### src/rtl/ram_ctrl_pkg.sv
// Shared opcodes, command-control width and FSM state encoding for the RAM access arbiter.
package ram_ctrl_pkg;

    localparam int CTRL_WIDTH = 2;

    localparam logic [1:0] OP_WR_ADDR = 2'b00;
    localparam logic [1:0] OP_WR_DATA = 2'b01;
    localparam logic [1:0] OP_RD_ADDR = 2'b10;
    localparam logic [1:0] OP_RD_DATA = 2'b11;

    typedef enum logic [2:0] {
        ST_IDLE  = 3'd0,
        ST_ADDR  = 3'd1,
        ST_WDATA = 3'd2,
        ST_RCMD  = 3'd3,
        ST_RWAIT = 3'd4,
        ST_RESP  = 3'd5
    } state_t;

endpackage

### src/rtl/rr_arbiter_2.sv
// Two-way round-robin grant: the requester that did not win last time has priority.
module rr_arbiter_2 (
    input  logic [1:0] i_req,
    input  logic       i_last_grant,
    output logic [1:0] o_grant,
    output logic       o_any_req
);

    always_comb begin
        o_any_req = |i_req;
        o_grant   = 2'b00;
        if (i_last_grant) begin
            if (i_req[0])      o_grant = 2'b01;
            else if (i_req[1]) o_grant = 2'b10;
        end else begin
            if (i_req[1])      o_grant = 2'b10;
            else if (i_req[0]) o_grant = 2'b01;
        end
    end

endmodule

### src/rtl/ram_access_arbiter.sv
// Shares a command-driven single-port RAM between two requesters, turning each
// transaction into an address command plus a data/read command and returning a response pulse.
module ram_access_arbiter #(
    parameter int ADDR_SIZE      = 8,
    parameter int WORD_SIZE      = 8,
    parameter int CTRL_WIDTH     = 2,
    parameter int DIN_WIDTH      = WORD_SIZE + CTRL_WIDTH,
    parameter int TIMEOUT_CYCLES = 15
) (
    input  logic                   i_clk,
    input  logic                   i_rst,
    input  logic [1:0]             i_req_valid,
    input  logic [1:0]             i_req_we,
    input  logic [2*ADDR_SIZE-1:0] i_req_addr,
    input  logic [2*WORD_SIZE-1:0] i_req_wdata,
    output logic [1:0]             o_req_ready,
    output logic [1:0]             o_rsp_valid,
    output logic [WORD_SIZE-1:0]   o_rsp_rdata,
    output logic                   o_rsp_err,
    output logic                   o_busy,
    output logic                   o_ram_rx_valid,
    output logic [DIN_WIDTH-1:0]   o_ram_din,
    input  logic                   i_ram_tx_valid,
    input  logic [WORD_SIZE-1:0]   i_ram_dout
);

    import ram_ctrl_pkg::*;

    localparam int CNT_W = $clog2(TIMEOUT_CYCLES + 1);

    state_t                 r_state;
    logic                   r_gnt;
    logic                   r_last_grant;
    logic                   r_we;
    logic [WORD_SIZE-1:0]   r_wdata;
    logic [CNT_W-1:0]       r_cnt;
    logic                   r_ram_rx_valid;
    logic [DIN_WIDTH-1:0]   r_ram_din;
    logic [1:0]             r_rsp_valid;
    logic [WORD_SIZE-1:0]   r_rsp_rdata;
    logic                   r_rsp_err;

    logic [1:0]             w_grant;
    logic                   w_any_req;
    logic                   w_gidx;
    logic [ADDR_SIZE-1:0]   w_addr;

    function automatic logic [DIN_WIDTH-1:0] cmd(input logic [1:0] op, input logic [WORD_SIZE-1:0] pl);
        return {CTRL_WIDTH'(op), pl};
    endfunction

    rr_arbiter_2 u_arb (
        .i_req        (i_req_valid),
        .i_last_grant (r_last_grant),
        .o_grant      (w_grant),
        .o_any_req    (w_any_req)
    );

    assign w_gidx = w_grant[1];
    assign w_addr = i_req_addr[w_gidx*ADDR_SIZE +: ADDR_SIZE];

    // Gated by reset so no accept is advertised in a cycle that cannot latch it.
    assign o_req_ready    = (r_state == ST_IDLE && !i_rst) ? w_grant : 2'b00;
    assign o_busy         = (r_state != ST_IDLE);
    assign o_ram_rx_valid = r_ram_rx_valid;
    assign o_ram_din      = r_ram_din;
    assign o_rsp_valid    = r_rsp_valid;
    assign o_rsp_rdata    = r_rsp_rdata;
    assign o_rsp_err      = r_rsp_err;

    // Outputs are registered on entry to the state they belong to.
    always_ff @(posedge i_clk) begin
        if (i_rst) begin
            r_state        <= ST_IDLE;
            r_gnt          <= 1'b0;
            r_last_grant   <= 1'b1;
            r_we           <= 1'b0;
            r_wdata        <= '0;
            r_cnt          <= '0;
            r_ram_rx_valid <= 1'b0;
            r_ram_din      <= '0;
            r_rsp_valid    <= 2'b00;
            r_rsp_rdata    <= '0;
            r_rsp_err      <= 1'b0;
        end else begin
            r_ram_rx_valid <= 1'b0;
            r_ram_din      <= '0;
            r_rsp_valid    <= 2'b00;
            r_rsp_rdata    <= '0;
            r_rsp_err      <= 1'b0;
            case (r_state)
                ST_IDLE: begin
                    if (w_any_req) begin
                        r_gnt          <= w_gidx;
                        r_last_grant   <= w_gidx;
                        r_we           <= i_req_we[w_gidx];
                        r_wdata        <= i_req_wdata[w_gidx*WORD_SIZE +: WORD_SIZE];
                        r_ram_rx_valid <= 1'b1;
                        r_ram_din      <= cmd(i_req_we[w_gidx] ? OP_WR_ADDR : OP_RD_ADDR,
                                              WORD_SIZE'(w_addr));
                        r_state        <= ST_ADDR;
                    end
                end
                ST_ADDR: begin
                    r_ram_rx_valid <= 1'b1;
                    r_ram_din      <= r_we ? cmd(OP_WR_DATA, r_wdata) : cmd(OP_RD_DATA, '0);
                    r_state        <= r_we ? ST_WDATA : ST_RCMD;
                end
                ST_WDATA: begin
                    r_rsp_valid[r_gnt] <= 1'b1;
                    r_state            <= ST_RESP;
                end
                ST_RCMD: begin
                    r_cnt   <= '0;
                    r_state <= ST_RWAIT;
                end
                ST_RWAIT: begin
                    if (i_ram_tx_valid) begin
                        r_rsp_valid[r_gnt] <= 1'b1;
                        r_rsp_rdata        <= i_ram_dout;
                        r_state            <= ST_RESP;
                    end else if (r_cnt == CNT_W'(TIMEOUT_CYCLES - 1)) begin
                        r_rsp_valid[r_gnt] <= 1'b1;
                        r_rsp_err          <= 1'b1;
                        r_state            <= ST_RESP;
                    end else begin
                        r_cnt <= r_cnt + 1'b1;
                    end
                end
                ST_RESP:  r_state <= ST_IDLE;
                default:  r_state <= ST_IDLE;
            endcase
        end
    end

endmodule

### config.mk
export PLATFORM = sky130hd
export DESIGN_NAME = ram_access_arbiter
export DESIGN_NICKNAME = d
export VERILOG_FILES = /design/src/rtl/ram_ctrl_pkg.sv /design/src/rtl/rr_arbiter_2.sv /design/src/rtl/ram_access_arbiter.sv
export SDC_FILE = /design/constraint.sdc
export NUM_CORES = 1
export LEC_CHECK = 0
export ABC_AREA = 1
export CORE_AREA = 2 2 68 70
export CTS_CLUSTER_DIAMETER = 100
export CTS_CLUSTER_SIZE = 25
export DETAILED_ROUTE_END_ITERATION = 8
export DIE_AREA = 0 0 70 72
export PLACE_DENSITY = 0.84
export SLEW_MARGIN = 10
export SYNTH_ARGS = -nofsm -noshare
export SYNTH_HDL_FRONTEND = slang
export SYNTH_SLANG_ARGS = --single-unit
### constraint.sdc
create_clock -name i_clk -period 1.6 [get_ports i_clk]
set_input_delay 0.16 -clock i_clk [delete_from_list [all_inputs] [get_ports i_clk]]
set_output_delay 0.16 -clock i_clk [all_outputs]
set_load 0.01 [all_outputs]
# Word level (Yosys, flattened, before mapping)
# Index checks and enable logic that the tools add are counted.
# Widths: inputs -> output; s select.
dict set report word_totals {
  word_cells 68
  in_bits 47
  regBits 40
}
dict set report classes {
  magnitude_cmp 3
  eq_ne 9
  n_reduce_logical 12
  shift 2
  bitwise_logic 2
  mux 28
  n_addsub 1
}
# op n
set ops {}
lappend ops {{$shiftx 16x5->8} 2}
lappend ops {{$mux 10} 2}
lappend ops {{$pmux 10 s2} 1}
lappend ops {{$mux 2} 8}
lappend ops {{$pmux 3 s5} 1}
lappend ops {{$mux 3} 3}
lappend ops {{$mux 4} 2}
lappend ops {{$pmux 4 s2} 1}
lappend ops {{$mux 1} 7}
lappend ops {{$eq 3x2->1 const B} 2}
lappend ops {{$reduce_or 3->1} 2}
lappend ops {{$add 4x1->4 const B} 1}
lappend ops {{$eq 4x4->1 const B} 1}
lappend ops {{$lt 1x2->1 const B} 2}
lappend ops {{$ne 2x2->1 const B} 2}
lappend ops {{$pmux 2 s2} 1}
lappend ops {{$reduce_and 2->1} 2}
lappend ops {{$eq 3x1->1 const B} 1}
lappend ops {{$eq 3x3->1 const B} 1}
lappend ops {{$logic_not 3->1} 1}
lappend ops {{$ne 3x3->1 const B} 1}
lappend ops {{$reduce_and 3->1} 1}
lappend ops {{$reduce_bool 3->1} 1}
lappend ops {{$logic_and 1x1->1} 2}
lappend ops {{other kinds (8)} 9}

# Longest topological paths before layout
dict set report logic_depth {
  depth_word 8
  mapped_depth 9
}

# Modules after synthesis
# From an unflattened synthesis, not the netlist that was laid out.
dict set report unflattened {
  hier_cells 253
  hier_area_um2 1784.2
}
# module area_per_inst_um2 instances seq_area_each_um2 cells_each
set modules_own_cells {}
lappend modules_own_cells {ram_access_arbiter 1759.2 1 800.8 247}
lappend modules_own_cells {rr_arbiter_2 25.0 1 0.0 6}

# Worst setup path before layout
# No wires, ideal clock.
dict set report synth_path {
  path_kind {register to output}
  from {register r_last_grant}
  to {output port o_req_ready[0]}
  n_path_buf 0
  slack_ns 0.375
  required_time_ns 1.440
  arrival_ns 1.065
  stages_incl_launch_ff 5
  cell_sequence {dfxtp_1 nand2_1 nand2_2 clkinv_1 nor4_1}
}
dict set report synth_between {
  elab_chain_cells 2
}
# element line
set synth_lines {}
lappend synth_lines {{start: declaration} ram_access_arbiter.sv:33} ;# logic r_last_grant;
lappend synth_lines {{start signal: assignment} ram_access_arbiter.sv:95} ;# r_last_grant <= w_gidx;
lappend synth_lines {{$mux 2} rr_arbiter_2.sv:12} ;# if (i_last_grant) begin
lappend synth_lines {{$mux 2} ram_access_arbiter.sv:63} ;# assign o_req_ready = (r_state == ST_IDLE && !i_rst) ? w_grant : 2'b00;
lappend synth_lines {{end: declaration} ram_access_arbiter.sv:16} ;# output logic [1:0] o_req_ready,
# Every way passes these cells.

# Worst setup path after layout
dict set report layout_path {
  from {register r_state[0]}
  to {output port o_req_ready[0]}
}
dict set report layout_between {
  elab_chain_cells 3
}
# element line
set layout_lines {}
lappend layout_lines {{start: declaration} ram_access_arbiter.sv:31} ;# state_t r_state;
lappend layout_lines {{start signal: assignment} ram_access_arbiter.sv:107} ;# r_state <= r_we ? ST_WDATA : ST_RCMD;
lappend layout_lines {{$logic_not 3->1} ram_access_arbiter.sv:63}
lappend layout_lines {{$logic_and 1x1->1} ram_access_arbiter.sv:63}
lappend layout_lines {{$mux 2} ram_access_arbiter.sv:63}
# Every way passes these cells.

==> impl_metrics.json <==
{
  "status": "complete, no violations",
  "cts_tree": "yes",
  "crit_type": "reg2out",
  "postPlaceCellArea_um2": 2620,
  "critPathArrivalTime_ns": 1.36,
  "drt_iter0_drc": 66,
  "setup_tns_ns": 0,
  "gp_congestion": 0.8805,
  "drv_cap": 0,
  "insertion_delay_ns": 0.31,
  "power_mw": 2.785,
  "yosys-top-cells-area": "dfxtp_1 (45%), nand2_1 (9.1%), a21oi_1 (6.8%)",
  "crit_chain": "nor2_4, nand2_4, nor4_2, clkdlybuf4s15_1",
  "postRouteAntennaNets": 0,
  "finalSetupViolations": 0,
  "dp_hpwl_um": 3356,
  "area_growth_pct": 54.57,
  "start_kind": "flip-flop",
  "die_x_um": 70,
  "routedWlPerCell_um": 12.10,
  "cts_made_buffers": 5,
  "io_pins": 72,
  "slowest_delay_ns": 0.34,
  "powerDensity_nw_per_um2": 1013,
  "rsz0062_at_grt": "no",
  "synth_warnings": 0,
  "period_minus_slack_ns": 1.525,
  "synth_cell_types": 27,
  "initial_utilization_pct": 41.73,
  "synthCells": 228,
  "yosys_register_bits": 40,
  "grt_max_degree": 27,
  "crit_path_end_kind": "primary output",
  "wirelength_um": 4439,
  "cp_slowest_cell": "dfxtp_2",
  "track_usage_pct": 18.57,
  "finalNonFillerCells": 367,
  "row_count": 24,
  "coreArea_um2": 4264,
  "num_antenna_cells": 0,
  "grt_pass1_vias": 1665,
  "num_vias": 1735,
  "max_slew_margin_pct": 80.32,
  "htreeDepth": 2,
  "yosysTopAreaCellShare_pct": 45.01,
  "crit_required_ns": 1.44,
  "synth_area_um2": 1779,
  "tightest_slew_ns": 0.2952,
  "cp_max_fo": 4,
  "hold_path_class": "in2reg",
  "fmax_mhz": 655.8,
  "cts_sinks": 40,
  "drv_slew": 0,
  "die_area_um2": 5040,
  "vdd_ir_drop_max_v": 0.0006169,
  "ys_seq_area_share_pct": 45.01,
  "viasPerCell": 4.728,
  "syn-mean-instance-area_um2": 7.804,
  "utilization_pct": 64.50,
  "first_pass_iters": 4,
  "skew_ns": 0.008001,
  "drcViolationCount": 0,
  "dpl.cell_count": 359,
  "die_y_um": 72,
  "drive_gt1_share_pct": 16.83,
  "syn_nets": 277,
  "hold_ws_ns": 0.3628,
  "nets": 363,
  "finalInstanceArea_um2": 2750,
  "final_hold_viol_count": 0,
  "overflow": 0,
  "grt_pass1_wl_um": 7389,
  "nFillCells": 388,
  "cts_root_buf": "clkbuf_8",
  "antenna_found_initial": 0,
  "multi_input_area_um2": 813.3,
  "clkTransAtPathRegs_ns": 0.09,
  "io_buffer_count": 71,
  "clk_path_buf_depth": 2,
  "fin_ws_ns": 0.07506,
  "leakage_nw": 1.202,
  "yosysTopAreaCell": "dfxtp_1",
  "final-seq-area_um2": 804.5,
  "pre_cts_ws_ns": -0.2209,
  "cts_hold_buf": 0,
  "finalCritPeriodShare_pct": 95.31
}
==> final cells by class <==
class,instances,area share [%]
Clock inverter,3,1.683
Inverter,33,4.504
Clock buffer,5,2.502
Timing Repair Buffer,86,30.12
Tap cell,52,2.366
Sequential cell,40,29.25
Multi-Input combinational cell,148,29.57
==> flip-flops by register name, indices dropped and copies added, names as in the netlist <==
register,cells
r_state,3
r_cnt,4
o_rsp_valid,2
r_gnt,1
r_last_grant,1
r_we,1
r_wdata,8
o_ram_rx_valid,1
o_rsp_err,1
o_rsp_rdata,8
o_ram_din,10
==> worst max-delay path, delay by kind of cell (launching register included) <==
kind / cells / cell delay [ns]
AND/OR/NAND/NOR: 3 / 0.45
buffers and inverters: 1 / 0.27
flip-flops: 1 / 0.34
==> cell families (layout without fill, tap and decap cells) <==
| logic type | after synthesis | in the layout | share of synthesized area [%] |
|---|---|---|---|
| AOI/OAI and AO/OA | 54 | 54 | 20.54 |
| buffers and inverters | 40 | 127 | 9.634 |
| and+or+nand+nor | 91 | 91 | 22.92 |
| xor gates and xnor gates | 1 | 1 | 0.4924 |
| DFF | 40 | 40 | 45.01 |
| adders and majority gates | 2 | 2 | 1.406 |
==> where the power goes <==
part	leakage (nW)	internal (mW)	switching [mW]
clock	0.0548	0.470	0.392
combinational	0.819	0.382	0.378
sequential	0.328	1.11	0.0573
==> cell usage after synthesis <==
| cell | n |
|---|---|
| nand3_1 | 7 |
| nor2_2 | 3 |
| a21o_1 | 1 |
| o21ai_0 | 10 |
| nand4_1 | 2 |
| buf_8 | 1 |
| nor3_1 | 1 |
| buf_2 | 5 |
| nand2_1 | 43 |
| o21bai_1 | 1 |
| a21oi_2 | 8 |
| dfxtp_1 | 40 |
| inv_2 | 1 |
| nand2_2 | 3 |
| nor4_1 | 2 |
| inv_1 | 31 |
| nor2_8 | 1 |
| o211ai_2 | 8 |
| nor2_1 | 27 |
| xor2_1 | 1 |
| a21oi_1 | 24 |
| nor2_4 | 1 |
| buf_4 | 1 |
| ha_1 | 2 |
| clkinv_1 | 1 |
| o21ai_1 | 2 |
| nand2_4 | 1 |
==> what timing repair did <==
action	CTS	global route
pin swaps	0	0
setup buffers	0	0
gates resized for setup	2	8
endpoints found under the setup margin	2	3
==> placed cells by master, fill, tap and decap left out <==
cell | Yosys | routed
nand3_1 | 7 | 7
nor3_1 | 1 | 1
nor2_4 | 1 | 1
o21ai_0 | 10 | 10
o211ai_2 | 8 | 8
nor4_2 | 0 | 1
dlymetal6s2s_1 | 0 | 2
clkinvlp_4 | 0 | 1
nand4_1 | 2 | 2
nor4_1 | 2 | 1
clkbuf_8 | 0 | 5
bufinv_16 | 0 | 1
inv_6 | 0 | 1
nand2_2 | 3 | 3
a21oi_1 | 24 | 24
nor2_8 | 1 | 1
o21ai_1 | 2 | 2
nand2_4 | 1 | 1
nand2_1 | 43 | 43
clkdlybuf4s15_1 | 0 | 2
buf_4 | 1 | 15
clkinv_1 | 1 | 1
ha_1 | 2 | 2
dfxtp_1 | 40 | 37
a21oi_2 | 8 | 8
inv_2 | 1 | 1
clkdlybuf4s50_1 | 0 | 67
inv_1 | 31 | 31
a21o_1 | 1 | 1
xor2_1 | 1 | 1
o21bai_1 | 1 | 1
nor2_2 | 3 | 3
dfxtp_2 | 0 | 3
nor2_1 | 27 | 27
==> routing by layer <==
layer | global-route usage [%] | vias up | routed length, µm
li1 | - | 903 | -
met1 | 22.34 | 775 | 1957
met2 | 31.43 | 49 | 2180
met3 | 5.139 | 8 | 218
met4 | 7.906 | 0 | 82
met5 | 0 | - | 0
==> final timing paths <==
path                       from        endpoint  slack, ns  cells past startpoint
setup reg to reg       r_cnt[1]        r_cnt[1]       0.22                      8
hold reg to reg           r_gnt  o_rsp_valid[1]       0.46                      2
hold / removal    i_ram_dout[7]  o_rsp_rdata[7]       0.36                      3
setup / recovery     r_state[0]  o_req_ready[0]       0.08                      4
Power figures use the tool's default switching activity.
==> variant, RTL diff (config.mk and constraints unchanged) <==
Change the parameter `ADDR_SIZE` from 8 to 32.
--- a/src/rtl/ram_access_arbiter.sv
+++ b/src/rtl/ram_access_arbiter.sv
@@ -1,7 +1,7 @@
 // Shares a command-driven single-port RAM between two requesters, turning each
 // transaction into an address command plus a data/read command and returning a response pulse.
 module ram_access_arbiter #(
-    parameter int ADDR_SIZE      = 8,
+    parameter int ADDR_SIZE      = 32,
     parameter int WORD_SIZE      = 8,
     parameter int CTRL_WIDTH     = 2,
     parameter int DIN_WIDTH      = WORD_SIZE + CTRL_WIDTH,
Ports: changed (resized i_req_addr); port bits go from 72 to 120. The function was not compared with the original's and may differ.
==> variant against the unedited design <==
Power fell by 8.1%; synthesized cell count fell by 0.44%; setup slack improved by 73 ps; core utilization fell by 0.79 points; cell area fell by 1.2%; area after synthesis rose by 0.70%; wire length fell by 1.7%; largest power group unchanged; sequential cell count did not move.
==> variant: results (changes against the unedited design) <==
Yosys:
- The post-synthesis compound-gate area fraction is 0.2046 (-0.0007356).
- The adder-cell area share of the yosys netlist is 0.01397 (-0.00009822).
- By count the netlist is led by sky130_fd_sc_hd__nand2_1, sky130_fd_sc_hd__dfxtp_1, sky130_fd_sc_hd__inv_1.
- The xor and xnor fraction of the mapped netlist area is 0.004888 (-0.00003438).
- The count of different cell masters after synthesis was 30 (+11%).
- The share of synthesized area occupied by flip-flops and latches was 0.4469 (-0.003143).
- The number of nets in the synthesized netlist is 324 (+17%).
- The number of warning messages in the yosys log is 0 (unchanged).

Pwr:
- The clock distribution power is 629 uW (-27%).
- The maximum VDD drop was 423.3 uV (-31%).
- The leakage power came to 0.001187 uW (-1.2%).

Final layout:
- The fill cell total of the finished layout is 367 (-5.4%).
- The share of final-layout standard cells stronger than drive strength 1 was 0.1714 (+0.003175).
- The number of nets in the final layout is 412 (+13%).

Detailed routing:
- The vias after detailed routing is 1,788 (+3.1%).
- The number of DRC violations after detailed-routing iteration 0 is 120 (+82%).
- The length of routed wiring on met1 is 1893 um (-3.3%).

Placed design:
- The post-place instance area is 2644 um^2 (+0.91%).
- The HPWL after detailed placement was 3405 um (+1.4%).
- The global placement routability congestion came to 0.8198 (-6.9%).

Global route:
- The global-route met1 utilization is 0.2061 (-0.01729).
- The combined global-route utilization of all metal layers was 0.1875 (+0.001753).
- The maximum number of pins on one net before global-route repair is 27 (unchanged).
- The met2 demand-to-capacity share in global routing is 0.3270 (+0.01270).

Clock tree:
- The insertion delay of the later-clocked pin in the worst-skew pair came to 290 ps (-20 ps).
- The largest buffer count on any clock path came to 2 (unchanged).
- Clock tree synthesis selected as its root buffer the cell sky130_fd_sc_hd__clkbuf_8.

Run status:
- The flow ran to the end, and the final reports show no timing, DRC or antenna violations.

Setup path:
- The arrival time of data at the critical path endpoint was 1290 ps (-70 ps).
- The slowest stage of the critical path is the sky130_fd_sc_hd__dfxtp_1 cell.

STA:
- The largest clock skew in the final design was 6.974 ps (-1.027 ps).
-- variant: cell count changes after synthesis, sizes merged --
cell    unedited run  this run
nand3              7         8
buf                7         6
nor2              32        31
a31oi              0         1
nand2             47        46
a21oi             32        31
clkbuf             0         1
-- variant: metrics by stage --
step                  util  hold slack [ps]  total power [uW]  setup slack, ps  instances
detailed placement  0.6200            446.5              1956           -225.4        360
floorplan                -            238.5              1606            374.6        227
global route        0.6370            378.2              2717            13.87        367
finish              0.6370            383.7              2559            148.1        367
CTS                 0.6382            371.6              2592            21.84        367
global placement    0.6200            429.1              1935           -178.6        360
-- variant: path summary, 6_finish.rpt --
| path | startpoint | end | slack (ps) | cells past startpoint |
|---|---|---|---|---|
| worst max-delay path | r_state[0]$_SDFFE_PP0P_ | o_req_ready[0] | 150 | 4 |
| worst min-delay path | i_ram_dout[2] | o_rsp_rdata[2]$_SDFF_PP0_ | 380 | 3 |
| worst max register to register | r_cnt[0]$_SDFFE_PP0P_ | r_cnt[0]$_SDFFE_PP0P_ | 220 | 9 |
| worst min register to register | r_gnt$_SDFFE_PP0P_ | o_rsp_valid[1]$_SDFF_PP0_ | 460 | 2 |
-- variant: cell type report --
cell class | count | area (um^2) | share of cell area
repair buffers | 88 | 829.5 | 0.3054
multi-input cells | 147 | 815.8 | 0.3003
flip-flops and latches | 40 | 800.8 | 0.2948
inverters | 33 | 123.9 | 0.04560
clock buffers | 5 | 68.82 | 0.02533
well taps | 52 | 65.06 | 0.02395
clock inverters | 2 | 12.51 | 0.004606
-- variant: worst min-delay path: cells and delay by family --
| kind | cells | cell delay, ps |
|---|---|---|
| and+or+nand+nor | 1 | 30 |
| buffers and inverters | 2 | 440 |
-- variant: repair_timing --
action                     4_1_cts  5_1_grt
buffers inserted                 0        0
setup endpoints to repair        2        3
gates resized for setup          3        6
